<file path="src/rtl/shiftreg_responder.sv">
// shiftreg_responder: emulated parallel-in/serial-out button shift register
// answering the SHIFT_CLKIN / SHIFT_LOAD / SHIFT_OUT strobes of shiftregctl.
module shiftreg_responder #(
  parameter int unsigned WIDTH       = 16,
  parameter int unsigned SYNC_STAGES = 2,
  parameter bit          INVERT      = 1'b0
) (
  input  logic             clock_50m,
  input  logic             reset_n,
  input  logic             shiftreg_clk,
  input  logic             shiftreg_loadn,
  output logic             shiftreg_out,
  input  logic             ser_in,
  input  logic [WIDTH-1:0] parallel_in,
  output logic             frame_done,
  output logic             overrun,
  output logic [15:0]      load_count
);

  localparam int unsigned CW = $clog2(WIDTH) + 1;
  localparam logic [CW-1:0] CNT_LAST = CW'(WIDTH - 1);
  localparam logic [CW-1:0] CNT_FULL = CW'(WIDTH);
  localparam logic [CW-1:0] CNT_SAT  = CW'(WIDTH + 1);

  typedef enum logic {
    MODE_LOAD  = 1'b0,
    MODE_SHIFT = 1'b1
  } mode_e;

  logic [SYNC_STAGES-1:0] clk_sync;
  logic [SYNC_STAGES-1:0] loadn_sync;
  logic                   clk_s;
  logic                   loadn_s;
  logic                   clk_prev;
  logic                   loadn_prev;
  logic                   clk_rise;
  mode_e                  mode;

  logic [WIDTH-1:0]       sr;
  logic [CW-1:0]          cnt;

  assign clk_s    = clk_sync[SYNC_STAGES-1];
  assign loadn_s  = loadn_sync[SYNC_STAGES-1];
  assign clk_rise = clk_s & ~clk_prev;

  // Mode is the synchronized load strobe level; no stored state is needed.
  always_comb begin
    mode = loadn_s ? MODE_SHIFT : MODE_LOAD;
  end

  // Synchronizers and edge-history flops idle high so reset exit is edge-free.
  always_ff @(posedge clock_50m) begin
    if (!reset_n) begin
      clk_sync   <= '1;
      loadn_sync <= '1;
      clk_prev   <= 1'b1;
      loadn_prev <= 1'b1;
    end else begin
      clk_sync   <= {clk_sync[SYNC_STAGES-2:0], shiftreg_clk};
      loadn_sync <= {loadn_sync[SYNC_STAGES-2:0], shiftreg_loadn};
      clk_prev   <= clk_s;
      loadn_prev <= loadn_s;
    end
  end

  // Shift register, bit counter and status outputs; load has priority over shift.
  always_ff @(posedge clock_50m) begin
    if (!reset_n) begin
      sr           <= '0;
      cnt          <= '0;
      shiftreg_out <= 1'b0;
      frame_done   <= 1'b0;
      overrun      <= 1'b0;
      load_count   <= '0;
    end else begin
      frame_done   <= 1'b0;
      shiftreg_out <= sr[WIDTH-1];
      if (mode == MODE_LOAD) begin
        sr      <= parallel_in ^ {WIDTH{INVERT}};
        cnt     <= '0;
        overrun <= 1'b0;
        if (loadn_prev) begin
          load_count <= load_count + 16'd1;
        end
      end else if (clk_rise) begin
        sr <= {sr[WIDTH-2:0], ser_in};
        if (cnt != CNT_SAT) begin
          cnt <= cnt + CW'(1);
        end
        if (cnt == CNT_LAST) begin
          frame_done <= 1'b1;
        end
        if (cnt >= CNT_FULL) begin
          overrun <= 1'b1;
        end
      end
    end
  end

endmodule

</file>
<file path="config.mk">
export PLATFORM = sky130hd
export DESIGN_NAME = shiftreg_responder
export DESIGN_NICKNAME = d
export VERILOG_FILES = /design/src/rtl/shiftreg_responder.sv
export SDC_FILE = /design/constraint.sdc
export NUM_CORES = 1
export LEC_CHECK = 0
export CAP_MARGIN = 20
export CORE_MARGIN = 2
export CORE_UTILIZATION = 35
export CTS_CLUSTER_SIZE = 25
export DETAILED_ROUTE_END_ITERATION = 8
export PLACE_DENSITY_LB_ADDON = 0.2
export SLEW_MARGIN = 40
export SYNTH_ARGS = -nofsm -noshare
export SYNTH_HDL_FRONTEND = slang
export SYNTH_SLANG_ARGS = --single-unit
</file>
<file path="constraint.sdc">
create_clock -name clock_50m -period 1.51 [get_ports clock_50m]
set_clock_uncertainty 0.05 [all_clocks]
set_input_delay 0.302 -clock clock_50m [delete_from_list [all_inputs] [get_ports clock_50m]]
set_output_delay 0.302 -clock clock_50m [all_outputs]
set_load 0.01 [all_outputs]
</file>
Yosys cells after proc, flatten, opt, wreduce, memory -nomap -nowiden. Cells that the tools add are included.

Add/sub/neg operators: 2. Magnitude comparators: 1. Eq/ne operators: 3. Muxes and demuxes: 4. Bitwise logic cells: 3. Reductions and logical operators: 5.

Operator list (count): 16-bit two-way mux (2); 16-bit by 1-bit adder with 16-bit output (second input constant) (1); 2-bit AND reduction (4); 5-bit by 1-bit adder with 5-bit output (second input constant) (1); 5-bit by 4-bit equality test with 1-bit output (second input constant) (1); 5-bit >= comparator (second input constant) (1); 5-bit != test (second input constant) (1); 3-bit AND reduction (1); 1-bit two-way mux (2); 2-bit != test (second input constant) (1); 1-bit inverter (2); 1-bit AND (1).

Register bits after elaboration: 46. Output and inout bits: 19.

Longest topological paths before layout. Gate-level depths: netlist (run 1).

Depth in word-level cells: 4. Mapped depth: 6.

Worst setup path after synthesis (run 1). OpenSTA, ideal clock, no wires.

Path kind: register -> register. From: register load_count[0]. To: register load_count[14]. Library setup time: 0.070 ns. Data arrival time: 1.359 ns. Data required time: 1.390 ns. Setup slack: 0.031 ns. Stages on the path, launching flop included: 5. Buffers on the path: 0. Clock period less this slack: 1.479 ns. Cell sequence: dfxtp_1 -> ha_1 -> nand3b_4 -> or4_1 -> a21oi_1.

Longest elaborated chain between the ends: 1.

Ends and longest elaborated chain: start: declaration (RTL line 17) `output logic [15:0] load_count`; start signal: assignment (RTL line 83) `load_count <= load_count + 16'd1;`; 16-bit by 1-bit adder with 16-bit output (RTL line 83).

Every way passes these cells. A chain may end at the register's enable or synchronous reset.

Worst setup path in the final report (run 1).
From: register load_count[6]. To: output port load_count[6].

No word-level cell between the ends.

==> impl_metrics.yaml, run 1 <==
clock_network:
  cts_tree: "done"
  insertion_delay_ns: 0.30
  cts_buffer_depth: 2
  h-tree-depth: 2
  cts_setup_buffers: 0
  cts-root-buf: "clkbuf_8"
  cts_made_buffers: 5
  clock_sinks: 46
  path_clk_slew_ns: 0.08
sta:
  hold_violations: 0
  fmax_ghz: 0.703
  tightestPinTransition_ns: 0.330
  finalSetupTns_ns: 0
  drv_slew: 0
  setup_viol: 0
  post-route-min-period_ns: 1.42
  maxSlewHeadroom_pct: 77.7
  holdWs_ns: 0.362
  min_period_over_period_pct: 94.2
  rsz0062_at_grt: "no"
logic_synthesis:
  synth_top_area_share_pct: 47.9
  syn_nets: 243
  yosysUniqueCellTypes: 37
  synth_seq_area_share_pct: 47.9
  async_flop_share_pct: 0
  ys_ff_latch: 46
  synthTopCellsByArea: "dfxtp_1, nand2_1, a311oi_1"
  synthCells: 218
  yosysTopAreaCell: "dfxtp_1"
  synth_area_per_cell_um2: 8.83
  synth_warnings: 0
  synth_edf_count: 0
  syn_area_um2: 1920
  synth_flop_cell: "dfxtp_1"
final_layout:
  utilization_pct: 49.9
  areaGrowthSynthToFinish_pct: 35.0
  drive_gt1_share_pct: 17.0
  n_fill_cell: 513
  final_cell_mix: "nand2_1, dfxtp_1, nor2_1"
  diodes: 0
  final_nets: 294
  final_common_cell: "nand2_1"
place:
  dp_hpwl_um: 2830
  io_buffers: 39
  gp_congestion: 0.804
power_and_ir_drop:
  peakVddDrop_v: 0.000561
  finalPower_mw: 2.20
  power_density_nw_per_um2: 847
  leakage_nw: 1.03
setup_path:
  required_ns: 1.16
  cp-end-kind: "output port"
  crit_path_end: "load_count[6]"
  rr_worst_depth: 4
  cp.depth: 2
  arrival_ns: 1.07
  critPathBufInv: 2
  reg2reg_to: "load_count[14]$_SDFFE_PN0P_"
  path_cells: "buf_4 -> dlygate4sd2_1"
  cp-start-kind: "flip-flop"
  cpPeakStageDelay_ns: 0.37
  rr_startpoint: "load_count[1]$_SDFFE_PN0P_"
  reg2reg_setup_slack_ns: 0.09
  cpLargestDelayFamily: "buffers and inverters"
  cp_slowest_cell: "dfxtp_4"
  cp_max_fo: 7
  crit_start: "load_count[6]$_SDFFE_PN0P_"
  worstSetupPathType: "flip-flop to output port"
floorplanning:
  pin_count: 40
  row_count: 26
  die_h_um: 78.2
  core_area_um2: 5200
  die_width_um: 78.2
  dieArea_um2: 6110
  start_util_pct: 37.0
route:
  ant_nets: 0
  drc: 0
  vias: 1663
  avgRoutedWirePerCell_um: 12.0
  drt_wl_total_um: 4070
  post_drt_via_cell_ratio: 4.89
  first_pass_iters: 4
  detail_route.iter0.violations: 78
run_status:
  status: "complete, no violations"
global_route:
  antenna_found_initial: 0
  gr-total-overflow: 0
  grt_pass1_wl_um: 7160
  grt_pass1_vias: 1621
  track_usage_pct: 14.7
  grt_start_max_net_pins: 37
flow_run:
  drv_cap: 0
worst_hold_path:
  hold_class: "flip-flop to flip-flop"
==> routing by layer <==
metal | track usage [%] | share of wire [%] | vias to the layer above
met1 | 17.8 | 45 | 769
li1 | - | - | 854
met5 | 0 | 0 | -
met2 | 24.9 | 48 | 36
met4 | 4.74 | 1.4 | 0
met3 | 4.48 | 4.8 | 4
==> through the flow <==
step                      instance area [um^2]  std cells  setup slack, ns
after global placement                    2490        332           0.0805
after detailed placement                  2490        332           0.0340
after global routing                      2600        340           0.0111
final                                     2600        340           0.0876
after CTS                                 2580        340           0.0320
after floorplan                           1920        218           0.0307
==> worst min-delay path by stage <==
stage	slack, ns	endpoint	start	cells after the start
final	0.36	loadn_sync[1]$_SDFF_PN1_	loadn_sync[0]$_SDFF_PN1_	1
after global routing	0.39	loadn_sync[1]$_SDFF_PN1_	loadn_sync[0]$_SDFF_PN1_	1
after CTS	0.36	loadn_sync[1]$_SDFF_PN1_	loadn_sync[0]$_SDFF_PN1_	1
after detailed placement	0.34	loadn_sync[1]$_SDFF_PN1_	loadn_sync[0]$_SDFF_PN1_	1
after global placement	0.34	loadn_sync[1]$_SDFF_PN1_	loadn_sync[0]$_SDFF_PN1_	1
after floorplan	0.33	clk_sync[0]$_SDFF_PN1_	reset_n	1
==> final cells by class <==
cell class	instances	area, um^2	share of cell area [%]
clock inverter	1	5.00	0.193
clock buffer	7	86.3	3.32
tap	70	87.6	3.37
timing repair buffer	56	507	19.5
multi-input combinational	157	960	36.9
sequential	46	941	36.2
inverter	3	11.3	0.434
==> sequential cells by signal, indices dropped and copies added (netlist names) <==
name          cells
clk_prev          1
clk_sync          2
cnt               5
frame_done        1
load_count       16
loadn_prev        1
loadn_sync        2
overrun           1
shiftreg_out      1
sr               16
==> where the power goes <==
part	switching (mW)	total (mW)	internal, mW
logic	0.0709	0.165	0.0936
clock network	0.403	0.772	0.370
registers	0.0193	1.26	1.24
total	0.493	2.20	1.71
==> Yosys cell counts, types with 2 or more instances <==
master	number
buf_2	4
nand2_1	38
a311oi_1	16
ha_1	4
clkbuf_1	5
inv_1	3
xnor2_1	6
nand2b_1	7
nor3_1	2
nor2_1	34
buf_1	3
xor2_1	7
a21oi_1	6
dfxtp_1	46
nor2b_1	2
nand4_1	4
and2_1	2
nand3_1	5
or3_1	3
o21ai_0	4
==> what timing repair did <==
action | CTS | global route
endpoints found under the setup margin | 19 | 6
cloned | 0 | 0
endpoints found under the hold margin | 0 | 0
gates resized for setup | 32 | 5
hold buffers | 0 | 0
pin swaps | 0 | 0
==> logic make-up (layout without fill, tap and decap cells) <==
| kind of cell | count (synthesis) | after routing | share of synthesized area, % |
|---|---|---|---|
| AO/OA/AOI/OAI | 29 | 29 | 11.1 |
| XOR/XNOR | 13 | 13 | 5.92 |
| adder cells (fa/ha/maj) | 4 | 4 | 2.60 |
| buffers and inverters | 15 | 67 | 3.19 |
| flip-flops | 46 | 46 | 47.9 |
| multiplexers | 1 | 1 | 0.520 |
| AND/OR/NAND/NOR | 110 | 110 | 28.8 |
(Power assumes the default switching activity.)
==> run 2, diff against run 1 <==
--- a/config.mk
+++ b/config.mk
@@ -8,9 +8,9 @@
 export CAP_MARGIN = 20
 export CORE_MARGIN = 2
 export CORE_UTILIZATION = 35
-export CTS_CLUSTER_SIZE = 25
 export DETAILED_ROUTE_END_ITERATION = 8
 export PLACE_DENSITY_LB_ADDON = 0.2
+export SKIP_LAST_GASP = 1
 export SLEW_MARGIN = 40
 export SYNTH_ARGS = -nofsm -noshare
 export SYNTH_HDL_FRONTEND = slang
==> constraint.sdc (replaced) <==
create_clock -name clock_50m -period 1.6 [get_ports clock_50m]
set_clock_uncertainty 0.05 [all_clocks]
set_input_delay 0.32 -clock clock_50m [delete_from_list [all_inputs] [get_ports clock_50m]]
set_output_delay 0.32 -clock clock_50m [all_outputs]
set_load 0.01 [all_outputs]
==> impl_metrics.yaml, run 2 (synthesis gave the netlist of run 1 again) <==
run_status:
  status: "complete, no violations"
setup_path:
  cp_slowest_cell: "clkdlybuf4s50_1"
  cp-start-kind: "flip-flop"
  reg2reg_setup_slack_ns: 0.14
  path_cells: "clkdlybuf4s50_1"
  critPathBufInv: 1
  arrival_ns: 1.17
  required_ns: 1.23
  cp.depth: 1
  cp_max_fo: 1
  cpPeakStageDelay_ns: 0.54
  rr_worst_depth: 4
  cp-end-kind: "output port"
  worstSetupPathType: "flip-flop to output port"
  rr_startpoint: "load_count[0]$_SDFFE_PN0P_"
  cpLargestDelayFamily: "buffers and inverters"
  reg2reg_to: "load_count[14]$_SDFFE_PN0P_"
place:
  dp_hpwl_um: 2830
  gp_congestion: 0.753
  dp.cells: 330
  postPlaceCellArea_um2: 2480
  io_buffers: 39
  dp_slack_ns: 0.126
power_and_ir_drop:
  leakage_nw: 1.10
  finalPower_mw: 2.20
  peakVddDrop_v: 0.000642
  power_density_nw_per_um2: 845
route:
  first_pass_iters: 4
  ant_nets: 0
  avgRoutedWirePerCell_um: 12.2
  vias: 1648
  detail_route.iter0.violations: 72
  post_drt_via_cell_ratio: 4.88
  drt_wl_total_um: 4110
  drc: 0
worst_hold_path:
  hold_path_end: "loadn_sync[1]$_SDFF_PN1_"
  hold_path_depth: 1
  hp-start: "loadn_sync[0]$_SDFF_PN1_"
  hold_class: "flip-flop to flip-flop"
global_route:
  track_usage_pct: 14.0
  grt_pass1_vias: 1498
  grt_pass1_wl_um: 6780
  grt_start_max_net_pins: 33
  gr-total-overflow: 0
  antenna_found_initial: 0
final_layout:
  final_nets: 292
  drive_gt1_share_pct: 14.2
  diodes: 0
  finalNonFillerCells: 338
  final_cell_mix: "nand2_1, dfxtp_1, nor2_1"
  reg.largest.list: "load_count (16), sr (16), cnt (5)"
  areaGrowthSynthToFinish_pct: 35.5
  n_fill_cell: 513
  utilization_pct: 50.1
  stdcell_area_um2: 2610
sta:
  min_period_over_period_pct: 96.2
  holdWs_ns: 0.371
  setup_viol: 0
  drv_slew: 0
  finalSetupTns_ns: 0
  maxSlewHeadroom_pct: 77.2
  post-route-min-period_ns: 1.54
  hold_violations: 0
  tightestPinTransition_ns: 0.339
  fmax_ghz: 0.650
  fin_ws_ns: 0.0609
clock_network:
  cts_setup_buffers: 0
  h-tree-depth: 2
  cts_buffer_depth: 2
  path_clk_slew_ns: 0.09
  cts-root-buf: "clkbuf_8"
  cts_tree: "done"
  clock_sinks: 46
  postCtsHoldBufs: 0
  cts_made_buffers: 5
  insertion_delay_ns: 0.30
floorplanning:
  die_width_um: 78.2
  start_util_pct: 37.0
  core_area_um2: 5200
  row_count: 26
  die_h_um: 78.2
  pin_count: 40
  dieArea_um2: 6110
flow_run:
  drv_cap: 0
==> run 2: changes by cell type in the layout (fill, tap and decap cells not counted), moves of 2 or more <==
cell / before / now
clkdlybuf4s50_1: 20 / 23
buf_4: 16 / 14
dlymetal6s2s_1: 0 / 6
dlygate4sd2_1: 19 / 10
dfxtp_1: 34 / 38
dfxtp_2: 10 / 7
==> run 2: power breakdown <==
group / internal [mW] / total [mW] / switching [mW]
Sequential: 1.18 / 1.19 / 0.0186
Clock: 0.460 / 0.855 / 0.395
Combinational: 0.0883 / 0.155 / 0.0665
==> run 2: how the worst max path moves through the flow <==
stage / startpoint / to
final: shiftreg_out$_SDFF_PN0_ / shiftreg_out
after global routing: cnt[0]$_SDFFE_PN0P_ / cnt[4]$_SDFFE_PN0P_
after CTS: load_count[2]$_SDFFE_PN0P_ / load_count[2]
after detailed placement: cnt[0]$_SDFFE_PN0P_ / cnt[4]$_SDFFE_PN0P_
after global placement: load_count[9]$_SDFFE_PN0P_ / load_count[14]$_SDFFE_PN0P_
after floorplan: load_count[0]$_SDFFE_PN0P_ / load_count[14]$_SDFFE_PN0P_
==> run 2: per-layer routing <==
metal  vias up  routed length (um)  GRT usage [%]
met5         -                   0              0
met4         0                  69           5.79
met3         7                 202           3.33
met2        42                1900           23.1
met1       748                1940           17.5
li1        851                   -              -
==> run 2: cell type report <==
cell class	count	area (um^2)	share of cell area, %
Inverter	3	11.3	0.432
Sequential cell	46	933	35.8
Tap cell	70	87.6	3.36
Timing Repair Buffer	54	518	19.9
Clock inverter	3	40.0	1.54
Multi-Input combinational cell	157	948	36.4
Clock buffer	5	68.8	2.64
==> run 2: repair_timing <==
action                     in CTS  in global routing
resized for setup              19                  7
setup endpoints to repair      14                  7
hold endpoints to repair        0                  0
==> run 3, diff against run 2 <==
--- a/config.mk
+++ b/config.mk
@@ -7,10 +7,9 @@
 export LEC_CHECK = 0
 export CAP_MARGIN = 20
 export CORE_MARGIN = 2
-export CORE_UTILIZATION = 35
+export CORE_UTILIZATION = 45
 export DETAILED_ROUTE_END_ITERATION = 8
 export PLACE_DENSITY_LB_ADDON = 0.2
-export SKIP_LAST_GASP = 1
 export SLEW_MARGIN = 40
 export SYNTH_ARGS = -nofsm -noshare
 export SYNTH_HDL_FRONTEND = slang
==> impl_metrics.yaml, run 3 (synthesis gave the netlist of run 1 again) <==
route:
  post_drt_via_cell_ratio: 5.24
  drc: 0
  avgRoutedWirePerCell_um: 11.9
  vias: 1631
  ant_nets: 0
  detail_route.iter0.violations: 96
  drt_wl_total_um: 3700
  first_pass_iters: 4
sta:
  setup_viol: 0
  rsz0062_at_grt: "no"
  tightestPinTransition_ns: 0.332
  post-route-min-period_ns: 1.55
  drv_slew: 0
  fmax_ghz: 0.646
  maxSlewHeadroom_pct: 77.9
  hold_violations: 0
  min_period_over_period_pct: 96.8
  finalSetupTns_ns: 0
place:
  io_buffers: 39
  dp_hpwl_um: 2530
  gp_congestion: 0.839
floorplanning:
  row_count: 23
  start_util_pct: 47.4
  die_h_um: 69.4
  pin_count: 40
  core_area_um2: 4060
  dieArea_um2: 4820
  die_width_um: 69.4
setup_path:
  cpLargestDelayFamily: "buffers and inverters"
  cpPeakStageDelay_ns: 0.53
  reg2reg_setup_slack_ns: 0.13
  arrival_ns: 1.18
  cp_slowest_cell: "clkdlybuf4s50_1"
  worstSetupPathType: "flip-flop to output port"
  cp.depth: 1
  rr_worst_depth: 4
  required_ns: 1.23
  cp-end-kind: "output port"
  path_cells: "clkdlybuf4s50_1"
  cp_max_fo: 4
  cp-start-kind: "flip-flop"
  critPathBufInv: 1
final_layout:
  drive_gt1_share_pct: 14.2
  diodes: 0
  final_cell_mix: "nand2_1, nor2_1, dfxtp_1"
  final_nets: 285
  reg.largest.list: "load_count (16), sr (16), cnt (5)"
  areaGrowthSynthToFinish_pct: 32.0
  final_common_cell: "nand2_1"
clock_network:
  cts_setup_buffers: 0
  insertion_delay_ns: 0.30
  clock_sinks: 46
  cts_tree: "done"
  h-tree-depth: 2
  cts_made_buffers: 5
  path_clk_slew_ns: 0.08
  cts_buffer_depth: 2
  cts-root-buf: "clkbuf_8"
run_status:
  status: "complete, no violations"
global_route:
  grt_pass1_vias: 1481
  grt_start_max_net_pins: 37
  antenna_found_initial: 0
  grt_pass1_wl_um: 6450
  gr-total-overflow: 0
  track_usage_pct: 16.3
power_and_ir_drop:
  power_density_nw_per_um2: 864
  finalPower_mw: 2.19
  leakage_nw: 1.05
  peakVddDrop_v: 0.000551
flow_run:
  drv_cap: 0
worst_hold_path:
  hold_path_depth: 1
  hold_class: "flip-flop to flip-flop"
-- run 3: layer usage --
metal  vias up  part of all wire, %  GRT usage [%]
met3         6                  4.9           5.52
met5         -                    0              0
met4         0                  1.4           5.23
met2        30                   43           25.0
li1        841                    -              -
met1       754                   51           21.6
-- run 3: through the flow --
stage | hold WS, ns | worst slack [ns] | std cells | area (um^2) | util, %
after floorplan | 0.336 | 0.121 | 218 | 1920 | -
after global routing | 0.369 | 0.00506 | 311 | 2540 | 62.6
after CTS | 0.361 | 0.00132 | 311 | 2510 | 61.9
final | 0.359 | 0.0513 | 311 | 2540 | 62.6
after global placement | 0.338 | 0.107 | 303 | 2400 | 59.1
after detailed placement | 0.346 | 0.0767 | 303 | 2400 | 59.1
-- run 3: where the power goes --
part / internal [mW] / switching, mW
clock: 0.466 / 0.382
combinational: 0.0855 / 0.0646
sequential: 1.18 / 0.0185
total: 1.73 / 0.465
-- run 3: worst paths after layout --
check                         startpoint                           to
max          load_count[14]$_SDFFE_PN0P_               load_count[14]
max reg2reg   load_count[0]$_SDFFE_PN0P_  load_count[14]$_SDFFE_PN0P_
min             loadn_sync[0]$_SDFF_PN1_     loadn_sync[1]$_SDFF_PN1_
min reg2reg     loadn_sync[0]$_SDFF_PN1_     loadn_sync[1]$_SDFF_PN1_
-- run 3: layout make-up --
type,count,area (um^2)
inverter,3,11.3
timing repair buffer,47,467
fill,370,1520
clock inverter,2,37.5
tap,50,62.6
multi-input combinational,157,951
clock buffer,6,72.6
sequential,46,938
-- run 3: repair_timing --
item | 4_1_cts | 5_1_grt
gates resized for setup | 20 | 11
hold buffers | 0 | 0
setup endpoints to repair | 14 | 10
